`src/rtl/bit_serializer.sv`:
```
// Parallel-to-serial converter with one word of look-ahead buffering so that
// consecutive words stream out with no idle cycle between them.
module bit_serializer #(
    parameter int WIDTH     = 8,
    parameter bit MSB_FIRST = 1'b1
) (
    input  logic             clk,
    input  logic             reset,
    input  logic [WIDTH-1:0] in_data,
    input  logic             in_valid,
    output logic             in_ready,
    output logic             ser_out,
    output logic             ser_valid,
    output logic             busy,
    output logic             word_done
);

    localparam int CW = $clog2(WIDTH);
    localparam logic [CW-1:0] CNT_ZERO = {CW{1'b0}};
    localparam logic [CW-1:0] CNT_ONE  = CW'(1);
    localparam logic [CW-1:0] CNT_LAST = CW'(WIDTH - 1);

    typedef enum logic {
        IDLE  = 1'b0,
        SHIFT = 1'b1
    } state_t;

    state_t           state_q, state_d;
    logic [WIDTH-1:0] sr_q, sr_d;
    logic [WIDTH-1:0] pb_q, pb_d;
    logic             pf_q, pf_d;
    logic [CW-1:0]    cnt_q, cnt_d;
    logic             accept_s;
    logic             last_s;
    logic [WIDTH-1:0] sr_shift_s;

    // State register: async active-low reset abandons any word in flight.
    always_ff @(posedge clk or negedge reset) begin
        if (!reset) begin
            state_q <= IDLE;
            sr_q    <= {WIDTH{1'b0}};
            pb_q    <= {WIDTH{1'b0}};
            pf_q    <= 1'b0;
            cnt_q   <= CNT_ZERO;
        end else begin
            state_q <= state_d;
            sr_q    <= sr_d;
            pb_q    <= pb_d;
            pf_q    <= pf_d;
            cnt_q   <= cnt_d;
        end
    end

    // Next-state logic: shift, buffer a look-ahead word, reload on the last bit.
    always_comb begin
        state_d    = state_q;
        sr_d       = sr_q;
        pb_d       = pb_q;
        pf_d       = pf_q;
        cnt_d      = cnt_q;
        accept_s   = in_valid & ~pf_q;
        last_s     = (state_q == SHIFT) && (cnt_q == CNT_LAST);
        if (MSB_FIRST) begin
            sr_shift_s = {sr_q[WIDTH-2:0], 1'b0};
        end else begin
            sr_shift_s = {1'b0, sr_q[WIDTH-1:1]};
        end

        case (state_q)
            IDLE: begin
                if (accept_s) begin
                    sr_d    = in_data;
                    cnt_d   = CNT_ZERO;
                    state_d = SHIFT;
                end else begin
                    state_d = IDLE;
                end
            end
            SHIFT: begin
                if (!last_s) begin
                    sr_d  = sr_shift_s;
                    cnt_d = cnt_q + CNT_ONE;
                    if (accept_s) begin
                        pb_d = in_data;
                        pf_d = 1'b1;
                    end else begin
                        pf_d = pf_q;
                    end
                end else if (pf_q) begin
                    // Buffered word follows immediately; PB refills only on a fresh accept.
                    sr_d  = pb_q;
                    cnt_d = CNT_ZERO;
                    if (accept_s) begin
                        pb_d = in_data;
                        pf_d = 1'b1;
                    end else begin
                        pf_d = 1'b0;
                    end
                end else if (accept_s) begin
                    sr_d  = in_data;
                    cnt_d = CNT_ZERO;
                end else begin
                    cnt_d   = CNT_ZERO;
                    state_d = IDLE;
                end
            end
            default: begin
                state_d = IDLE;
                pf_d    = 1'b0;
                cnt_d   = CNT_ZERO;
            end
        endcase
    end

    assign busy      = (state_q == SHIFT);
    assign ser_valid = busy;
    assign ser_out   = busy & (MSB_FIRST ? sr_q[WIDTH-1] : sr_q[0]);
    assign word_done = busy & (cnt_q == CNT_LAST);
    assign in_ready  = ~pf_q;

endmodule

```
`config.mk`:
```
export PLATFORM = sky130hd
export DESIGN_NAME = bit_serializer
export DESIGN_NICKNAME = d
export VERILOG_FILES = /design/src/rtl/bit_serializer.sv
export SDC_FILE = /design/constraint.sdc
export NUM_CORES = 1
export LEC_CHECK = 0
export ABC_CLOCK_PERIOD_IN_PS = 1890
export BUFFER_PORTS_ARGS = -buffer_cell sky130_fd_sc_hd__buf_2
export CAP_MARGIN = 5
export CORE_ASPECT_RATIO = 0.9
export CORE_MARGIN = 2
export CORE_UTILIZATION = 50
export CTS_CLUSTER_SIZE = 40
export DETAILED_ROUTE_END_ITERATION = 7
export GPL_TIMING_DRIVEN = 0
export MAX_ROUTING_LAYER = met4
export PLACE_DENSITY = 0.74
export SLEW_MARGIN = 20
export SYNTH_ARGS = -nofsm -noshare
export SYNTH_HDL_FRONTEND = slang
export SYNTH_SLANG_ARGS = --single-unit
```
`constraint.sdc`:
```
create_clock -name clk -period 1.89 [get_ports clk]
set_clock_uncertainty 0.15 [all_clocks]
set_input_delay 0.0945 -clock clk [delete_from_list [all_inputs] [get_ports clk]]
set_output_delay 0.0945 -clock clk [all_outputs]
set_load 0.03 [all_outputs]
```
-- After elaboration in Yosys (flattened, before gate mapping)
Index checks and enable logic that the tools add are counted.
- add/sub/neg operators: 1
- equality and inequality tests: 3
- multiplexer cells: 17
- bitwise operators: 5
- reductions and logical operators: 4
- operator list (operator ; count):
    2-to-1 mux 8 bit ; 6
    one-hot mux 8 bit (2 select lines) ; 1
    2-to-1 mux 1 bit ; 6
    2-to-1 mux 3 bit ; 2
    one-hot mux 3 bit (2 select lines) ; 1
    != test 2 bit, second input constant ; 2
    AND reduction 2 bit ; 2
    adder 3 x 1 -> 3 bit, second input constant ; 1
    bitwise AND 1 bit ; 3
    equality test 3 bit, second input constant ; 1
    inverter 1 bit ; 2
    one-hot mux 1 bit (2 select lines) ; 1
    nonzero test 2 bit ; 1
    logical AND 1 bit ; 1
- register bits after elaboration: 21
- input port bits: 11
- output and inout port bits: 5
- logic and storage cells: 35

-- Longest topological paths before layout
Gate-level depths: netlist (run 1).
- depth after elaboration: 6
- mapped depth: 6
- gate-level depth less buffers: 5

-- Least setup slack after synthesis (run 1)
No wires, ideal clock.
- path type: reg2reg
- start: register cnt_q[0]
- end: register pb_q[0]
- arrival: 1.563 ns
- data required time: 1.612 ns
- slack: 0.050 ns
- stages on the path, launching flop included: 7
- path buffers: 1
- cells stage by stage: dfrtp_1 ha_1 ha_1 nand2b_1 buf_4 nor2_8 mux2_1
- longest elaborated chain between the ends: 4
- elaborated cells between the ends (all ways): 5
- ends and longest elaborated chain (element ; line ; source):
    start, declared ; 32 ; logic [CW-1:0] cnt_q, cnt_d;
    start signal, assigned ; 50 ; cnt_q <= cnt_d;
    equality test 3 bit (*) ; 62 ; last_s = (state_q == SHIFT) && (cnt_q == CNT_LAST);
    logical AND 1 bit (*) ; 62 ;
    != test 2 bit (no source line) ; n/a ;
    AND reduction 2 bit (no source line) ; n/a ;
    end signal, assigned ; 42 ; pb_q <= {WIDTH{1'b0}};
    end signal, assigned ; 48 ; pb_q <= pb_d;
    end, declared ; 30 ; logic [WIDTH-1:0] pb_q, pb_d;
Every way passes the cells marked *; elsewhere a longest branch is shown, timed or not.
A chain may end at the register's enable or synchronous reset.

-- Worst setup path after layout (run 1)
- start: register cnt_q[0]
- end: register pb_q[2]
The elaborated chain is that of the path after synthesis.

==> results of run 1 <==
worst max path at each step:
stage / endpoint / slack [ps] / cells past startpoint
2_1_floorplan: pb_q[0] / 50 / 6
3_3_place_gp: pb_q[7] / -90 / 6
3_5_place_dp: pb_q[3] / -110 / 6
4_1_cts: pb_q[1] / -10 / 6
5_1_grt: pb_q[4] / 10 / 6
6_report: pb_q[2] / 50 / 6
placed cells by master (no fill, tap or decap), types with 2 or more instances in the layout:
master         count
dfrtp_1           21
buf_2             16
mux2i_1           14
dlygate4sd3_1      9
o22ai_1            8
mux2_4             8
buf_4              6
a221oi_2           6
o21ai_1            3
nand2_1            3
clkbuf_4           3
and2_1             2
nor2b_1            2
nand2b_4           2
nand3_1            2
inv_1              2
a211oi_1           2
Yosys cell counts:
master,number,area (sq um)
inv_2,1,3.75
nand2b_4,1,13.8
nor3_1,1,5.00
nand2b_1,1,6.26
o21ai_0,1,5.00
ha_1,2,25.0
a21oi_1,1,5.00
nor2b_1,2,12.5
buf_2,1,5.00
buf_4,3,22.5
a211oi_1,2,15.0
mux2_1,8,90.1
and2_1,2,12.5
nand2_1,3,11.3
clkbuf_1,1,3.75
dfrtp_1,21,526
a221oi_2,6,90.1
o21ai_1,3,15.0
buf_8,1,15.0
nand3_1,2,10.0
nor2_1,1,3.75
inv_1,2,7.51
a221oi_1,1,8.76
nor2_8,1,20.0
mux2i_1,14,140
o22ai_1,8,50.1
flip-flops by register name (all words and copies together), names as in the netlist:
signal	flops
pb_q	8
sr_q	8
busy	1
cnt_q	3
pf_q	1
per-layer routing:
metal,up-vias,track usage [%]
li1,402,-
met1,396,27.7
met2,15,29.5
met3,5,1.84
met4,0,8.97
met5,-,-
cell type report:
class | instances | area share, %
multi-input combinational | 60 | 41.2
sequential | 21 | 36.6
timing repair buffer | 28 | 13.6
buffer | 6 | 3.49
tap | 27 | 2.35
clock buffer | 3 | 1.57
inverter | 3 | 0.785
clock inverter | 1 | 0.349
per-stage QoR:
stage               instance area, sq um  worst slack, ps  std cells  util (%)  TNS, ps
floorplan                           1120             49.6         90         -        0
global placement                    1230            -87.3        132      57.5     -675
detailed placement                  1230             -107        132      57.5     -795
CTS                                 1350            -12.3        145      63.1    -44.6
global route                        1440             10.5        149      67.0        0
finish                              1440             45.7        149      67.0        0
timing repair:
item	4_1_cts	5_1_grt
gates resized for setup	2	11
hold buffers	8	1
pin swaps	1	2
endpoints found under the hold margin	32	1
endpoints found under the setup margin	8	8
cloned	0	0
setup buffers	1	3
critical path, stage by stage, from the launching register on:
cell	delay [ps]
dfrtp_1	410
ha_2	190
ha_4	170
nand2b_4	130
buf_6	130
nor2_8	230
mux2_4	320
cell families (layout without fill, tap and decap cells):
kind of cell,count (synthesis),in the layout
AO/OA/AOI/OAI,22,22
multiplexers,22,22
flip-flops,21,21
AND/OR/NAND/NOR,14,14
buffers and inverters,9,41
adder cells (fa/ha/maj),2,2
power by group through the flow:
stage	Sequential, mW	Combinational [mW]	Clock (mW)
6_report	0.847	1.23	0.216
5_1_grt	0.870	1.33	0.242
4_1_cts	0.826	1.07	0.226
3_5_place_dp	0.841	1.02	0
3_3_place_gp	0.823	0.990	0
2_1_floorplan	0.810	0.819	0
==> flow_metrics.tcl, run 1 <==
set metrics [dict create \
    outcome "finished, final reports clean" \
    hold_class "input pin to register" \
    cts_buffers 3 \
    path_class "register to register" \
    root_buffer "clkbuf_4" \
    viasPerCell 5.49 \
    final-max-slew-violation-count 0 \
    seq_power_share_pct 36.9 \
    hold_viol 0 \
    first_global_vias 809 \
    cts.clk_slew.worst_paths_ps 120 \
    rsz0062_at_grt "false" \
    syn-num-nets 103 \
    start_util_pct 52.4 \
    cp_max_fo 8 \
    synth_top_family_by_area "multiplexers" \
    ir_worst_vdd_v 0.00104 \
    hp-start "in_valid" \
    yosys_warnings 0 \
    drt-met1-wl_microns 1080 \
    drt_iter0_markers 15 \
    drt_wl_total_microns 2290 \
    synthMuxAreaShare_pct 20.5 \
    whs_ps 112 \
    min_path_cells 4 \
    tightest_slew_ps 536 \
    syn_inst 90 \
    drc 0 \
    synth_fa_ha_area_share_pct 2.23 \
    synth_xor_area_share_pct 0 \
    crit_path_start_kind "register" \
    cts_tree "built" \
    startpoint "cnt_q[0]" \
    dr_total_vias 818 \
    crit_required_ps 1940 \
    die_area_sq_um 2640 \
    core_area_sq_um 2140 \
    fin_nets 136 \
    grt_max_degree 22 \
    p_comb_share_pct 53.7 \
    synth_simple_gate_area_share_pct 8.47 \
    dr.pass1.iters 4 \
    p_int_mw 1.40 \
    cts_max_path_buffers 2 \
    antenna_cells 0 \
    ys_ff_latch 21 \
    ant_nets 0 \
    place.port_buffers 15 \
    hold_path_end "busy" \
    ys_seq_area_share_pct 46.8 \
    final.min_clock_period_ps 1840 \
    htree_levels 1 \
    die_w_microns 53.9 \
    reg2reg_slack_ps 50 \
    wl_met2_microns 1120 \
    timing.rr.end "pb_q[2]" \
    fill_cells 159 \
    timing.rr.start "cnt_q[0]" \
    pin_count 16 \
    max_freq_mhz 542 \
    grt_overflow_total 0 \
    final-seq-area_sq_um 526 \
    clock_sinks 21 \
    synthToLayoutAreaGrowth_pct 27.9 \
    period_share_pct 97.6 \
    die_h_microns 48.9 \
    antenna_found_initial 0 \
    gp_congestion 0.739 \
    switching_power_mw 0.893 \
    end_kind "register" \
    clk_latency_ps 310 \
    routed.top_layer "met4" \
    wl_met3_microns 48 \
    multi_input_area_sq_um 592 \
    p_leak_nw 0.710 \
    swShare_pct 38.9 \
    drive_above_1_share_pct 39.3 \
    finalSetupViolCount 0 \
    arrival_ps 1890 \
    slew_headroom_pct 64.3 \
    avgSynthCellArea_sq_um 12.5 \
    powerDensity_nw_per_um2 1600 \
    synth_compound_area_share_pct 16.8 \
    detailedPlacementHpwl_microns 1470 \
    reg2regPathDepth 6 \
    grt_pass1_wl_microns 3690 \
    total_power_mw 2.30 \
    clockPowerShare_pct 9.4 \
    grt_usage_pct 20.0 \
    synth_cell_types 26 \
    rows 16 \
    wl_per_cell_microns 15.4 \
    max_cap_viol_count 0 \
    synthesis.area_sq_um 1120 \
]
Power figures use the tool's default switching activity.
==> run 2, diff against run 1 <==
Settings changed: ABC_AREA set to 1.
==> flow_metrics.tcl, run 2 <==
set metrics [dict create \
    yosys_warnings 0 \
    layout_commonest_cell "nand2_1" \
    place.port_buffers 14 \
    cts.clk_slew.worst_paths_ps 120 \
    finalSetupViolCount 0 \
    dp_slack_ps 73.1 \
    rows 16 \
    fin_nets 192 \
    timing.rr.start "cnt_q[0]" \
    dpl_cell_area_sq_um 1270 \
    reg2reg_slack_ps 110 \
    arrival_ps 1550 \
    antenna_cells 0 \
    fin_ws_ps 94.1 \
    outcome "finished, final reports clean" \
    fill_cells 198 \
    tightest_slew_ps 485 \
    wl_per_cell_microns 12.4 \
    core_area_sq_um 2200 \
    cts_tree "built" \
    hp-start "in_valid" \
    root_buffer "clkbuf_4" \
    dr.pass1.iters 4 \
    fin_cells 205 \
    worstPathCellList "ha_1 > ha_1 > buf_6 > nand2_2 > inv_1 > buf_4" \
    drt_wl_total_microns 2530 \
    viasPerCell 4.93 \
    synthToLayoutAreaGrowth_pct 21.4 \
    ir_worst_vdd_v 0.000937 \
    rsz0062_at_grt "false" \
    p_leak_nw 0.783 \
    drive_above_1_share_pct 21.3 \
    cp_max_fo 5 \
    pin_count 16 \
    setup_tns_ps 0 \
    antenna_found_initial 0 \
    slew_headroom_pct 67.6 \
    avgSynthCellArea_sq_um 7.90 \
    die_w_microns 55.0 \
    end_kind "output port" \
    start_util_pct 53.1 \
    synth_edf_count 0 \
    timing.rr.end "pb_q[1]" \
    hold_path_end "sr_q[4]" \
    first_global_vias 915 \
    utilization_pct 64.5 \
    gp_congestion 0.790 \
    syn-num-nets 161 \
    ys.flop_type "dfrtp_1" \
    reg2regPathDepth 8 \
    async_reset_ff_share_pct 100 \
    hold_viol 0 \
    synth_top_cell_by_area "dfrtp_1" \
    clk_latency_ps 320 \
    drc 0 \
    final-max-slew-violation-count 0 \
    htree_levels 1 \
    max_freq_mhz 557 \
    detailedPlacementHpwl_microns 1670 \
    grt_overflow_total 0 \
    min_path_cells 5 \
    slowest_stage "dfrtp_1" \
    grt_usage_pct 22.2 \
    max_stage_delay_ps 420 \
    synthesis.area_sq_um 1170 \
    ys_ff_latch 21 \
    clock_sinks 21 \
    final.min_clock_period_ps 1800 \
    reg_top3 "pb_q x8, sr_q x8, cnt_q x3" \
    dr_total_vias 1011 \
    ys_seq_area_share_pct 44.9 \
    crit_path_start_kind "register" \
    cts_buffers 3 \
    synth.most_common_cell "nand2_1" \
    synth_top_area_share_pct 44.9 \
    path_class "register to output port" \
    die_area_sq_um 2740 \
    ys_top_cells_by_count "nand2_1, nand3_1, dfrtp_1" \
    synth_cell_types 18 \
    ant_nets 0 \
    final_cell_mix "nand2_1, nand3_1, dfrtp_1" \
    period_share_pct 95.0 \
    placed_cells 189 \
    drt_iter0_markers 20 \
    yosys-top-cells-area "dfrtp_1, nand2_1, nand3_1" \
    final_area_sq_um 1420 \
    grt_max_degree 22 \
    cts_max_path_buffers 2 \
    path_common_cell "ha_1" \
    crit_required_ps 1650 \
    max_cap_viol_count 0 \
    grt_pass1_wl_microns 4230 \
    die_h_microns 49.9 \
    syn_inst 148 \
    hold_class "input pin to register" \
    powerDensity_nw_per_um2 1500 \
]
==> run 2: kinds of logic (layout without fill, tap and decap cells) <==
group                    count (synthesis)  in the layout  share of synthesized area [%]
adder cells (fa/ha/maj)                  2              2                           2.14
flip-flops                              21             21                           44.9
AO/OA/AOI/OAI                           11             11                           5.35
AND/OR/NAND/NOR                         85             85                           33.5
buffers and inverters                   29             59                           14.1
==> run 2: worst max-delay path, delay by kind of cell, from the launching register on <==
family,cells,cell delay (ps)
DFF,1,420
adders and majority gates,2,390
buffers and inverters,3,350
and+or+nand+nor,1,60
==> run 2: how the worst max path moves through the flow <==
stage | depth (start not counted) | start | slack (ps) | end
after global placement | 8 | cnt_q[0] | 100 | pb_q[1]
after CTS | 6 | cnt_q[0] | 40 | word_done
after floorplan | 8 | cnt_q[0] | 260 | pb_q[1]
after global routing | 8 | cnt_q[0] | 30 | pb_q[5]
after detailed placement | 8 | cnt_q[0] | 70 | pb_q[7]
final | 6 | cnt_q[0] | 90 | word_done
==> run 2: repair_timing <==
item / CTS / global route
endpoints found under the hold margin: 36 / 0
resized for setup: 0 / 4
hold buffers: 9 / 0
setup endpoints to repair: 0 / 10
setup buffers: 0 / 3
==> run 2: area by class of cell <==
class	count	area, sq um	share of cell area [%]
flip-flops and latches	21	526	37.0
well taps	27	33.8	2.38
plain buffers	8	78.8	5.55
clock buffers	4	26.3	1.85
multi-input cells	98	482	33.9
repair buffers	26	185	13.0
inverters	21	88.8	6.26
==> run 2: power by group <==
part / switching, mW / total [mW] / internal [mW] / leakage (nW)
clock network: 0.146 / 0.229 / 0.0826 / 0.0150
registers: 0.102 / 0.762 / 0.660 / 0.255
logic: 0.693 / 1.14 / 0.451 / 0.513
total: 0.941 / 2.13 / 1.19 / 0.783
==> run 2: per-stage QoR <==
step | hold WS (ps) | power, mW
after floorplan | -351 | 1.62
after CTS | 46.7 | 2.11
after detailed placement | -67.0 | 1.87
after global routing | 54.4 | 2.33
final | 45.1 | 2.13
after global placement | -75.0 | 1.83
==> run 2: layer usage <==
metal  part of all wire (%)  GRT usage [%]  up-vias
li1                       -              -      520
met1                     48           29.2      462
met2                     46           33.7       25
met3                    4.6           6.36        4
met4                   0.99           4.88        0
met5                      0              -        -
==> run 3, diff against run 2 <==
Settings changed: ABC_CLOCK_PERIOD_IN_PS 1890 to 1750, CELL_PAD_IN_SITES_DETAIL_PLACEMENT set to 1, CELL_PAD_IN_SITES_GLOBAL_PLACEMENT set to 1, CORE_UTILIZATION 50 to 41, PLACE_DENSITY 0.74 to not set, PLACE_DENSITY_LB_ADDON set to 0.1.
Clock period 1.89 ns to 1.75 ns, I/O delays scaled along.
==> flow_metrics.tcl, run 3 (synthesis results as in run 2) <==
set metrics [dict create \
    setup_tns_ps 0 \
    path_common_cell "buf_6" \
    slew_headroom_pct 66.4 \
    hold_class "input pin to register" \
    fin_ws_ps 44.5 \
    tightest_slew_ps 504 \
    arrival_ps 1470 \
    grt_usage_pct 21.2 \
    root_buffer "clkbuf_4" \
    max_stage_delay_ps 410 \
    first_global_vias 1004 \
    swShare_pct 45.0 \
    timing.rr.start "cnt_q[1]" \
    dr.pass1.iters 4 \
    powerDensity_nw_per_um2 1650 \
    layout_commonest_cell "nand2_1" \
    path_class "register to output port" \
    switching_power_mw 1.12 \
    grt_most_used_layer "met1" \
    wl_per_cell_microns 14.2 \
    crit_path_start_kind "register" \
    place.port_buffers 14 \
    hold_viol 0 \
    outcome "finished, final reports clean" \
    p_leak_nw 0.810 \
    critPathTopFamily "flip-flops" \
    die_area_sq_um 3300 \
    drt_wl_total_microns 3140 \
    pin_count 16 \
    max_cap_viol_count 0 \
    die_h_microns 54.7 \
    seq_power_share_pct 33.3 \
    grt_pass1_wl_microns 4820 \
    antenna_found_initial 0 \
    use_met2_pct 29.9 \
    finalSetupViolCount 0 \
    hp-start "in_valid" \
    antenna_cells 0 \
    final.min_clock_period_ps 1710 \
    ant_nets 0 \
    cts_buffers 3 \
    groute.layer.met1.usage_pct 31.3 \
    core_area_sq_um 2730 \
    drc 0 \
    slowest_stage "dfrtp_1" \
    final-seq-area_sq_um 527 \
    multi_input_area_sq_um 498 \
    fin_nets 195 \
    p_int_mw 1.37 \
    reg_top3 "pb_q x8, sr_q x8, cnt_q x3" \
    final-max-slew-violation-count 0 \
    dr_total_vias 1053 \
    crit_required_ps 1510 \
    gr-usage-met3_pct 2.84 \
    cts_tree "built" \
    final_cell_mix "nand2_1, nand3_1, dfrtp_1" \
    total_power_mw 2.50 \
    synthToLayoutAreaGrowth_pct 29.7 \
    max_freq_mhz 586 \
    fill_cells 341 \
    gp_congestion 0.751 \
    htree_levels 1 \
    ir_worst_vdd_v 0.000579 \
    dp_slack_ps -86.3 \
    critPathBufInv 3 \
    drt_iter0_markers 31 \
    end_kind "output port" \
    cts_max_path_buffers 2 \
    rows 18 \
    clk_latency_ps 310 \
    die_w_microns 60.3 \
    clock_sinks 21 \
    clockPowerShare_pct 10.0 \
    grt_max_degree 22 \
    p_comb_share_pct 56.7 \
    startpoint "cnt_q[1]" \
    cp_max_fo 4 \
    cts.clk_slew.worst_paths_ps 130 \
    start_util_pct 42.9 \
    drive_above_1_share_pct 24.9 \
    detailedPlacementHpwl_microns 1910 \
    period_share_pct 97.5 \
    worstPathCellList "ha_2 > ha_1 > buf_6 > nand2_2 > inv_2 > buf_6" \
    grt_overflow_total 0 \
    viasPerCell 4.76 \
]
==> run 3: tightest hold or removal path: stages <==
cell and delay (ps):
buf_4 150, nand3_1 90, nand3_1 80, nand2_1 60, inv_1 30
==> run 3: timing repair <==
action,4_1_cts,5_1_grt
setup buffers,5,0
cloned,0,1
hold buffers,9,0
endpoints found under the hold margin,37,0
endpoints found under the setup margin,10,17
resized for setup,4,14
pin swaps,1,1
==> run 3: per-layer routing <==
metal / up-vias / routed length, microns
met5: - / 0
li1: 526 / -
met4: 0 / 29
met1: 511 / 1590
met2: 12 / 1470
met3: 4 / 55
==> run 3: area by class of cell <==
class	count	area share [%]
Sequential cell	21	34.7
Timing Repair Buffer	29	15.6
Clock inverter	1	0.330
Tap cell	40	3.30
Inverter	21	6.35
Clock buffer	3	1.48
Buffer	8	5.44
Multi-Input combinational cell	98	32.8
==> run 3: power groups by stage <==
stage,logic [mW],registers (mW),clock network [mW]
2_1_floorplan,0.933,0.820,0
3_3_place_gp,1.17,0.822,0
3_5_place_dp,1.22,0.831,0
4_1_cts,1.32,0.816,0.262
5_1_grt,1.60,0.853,0.274
6_report,1.42,0.831,0.250
==> run 3: worst paths after layout <==
path	to	slack (ps)	depth (start not counted)
setup / recovery	word_done	40	6
hold / removal	sr_q[6]	50	5
setup reg to reg	pb_q[2]	70	8
hold reg to reg	pb_q[0]	370	2
max in group asynchronous	busy	970	2
min in group asynchronous	pb_q[2]	100	2
==> run 3: through the flow <==
stage / instance area, sq um / hold WS (ps) / util, % / instances
after detailed placement: 1290 / -63.1 / 47.3 / 202
after CTS: 1450 / 27.7 / 53.4 / 220
final: 1520 / 49.9 / 55.7 / 221
after floorplan: 1170 / -358 / - / 148
after global routing: 1520 / 58.9 / 55.7 / 221
after global placement: 1290 / -70.0 / 47.3 / 202
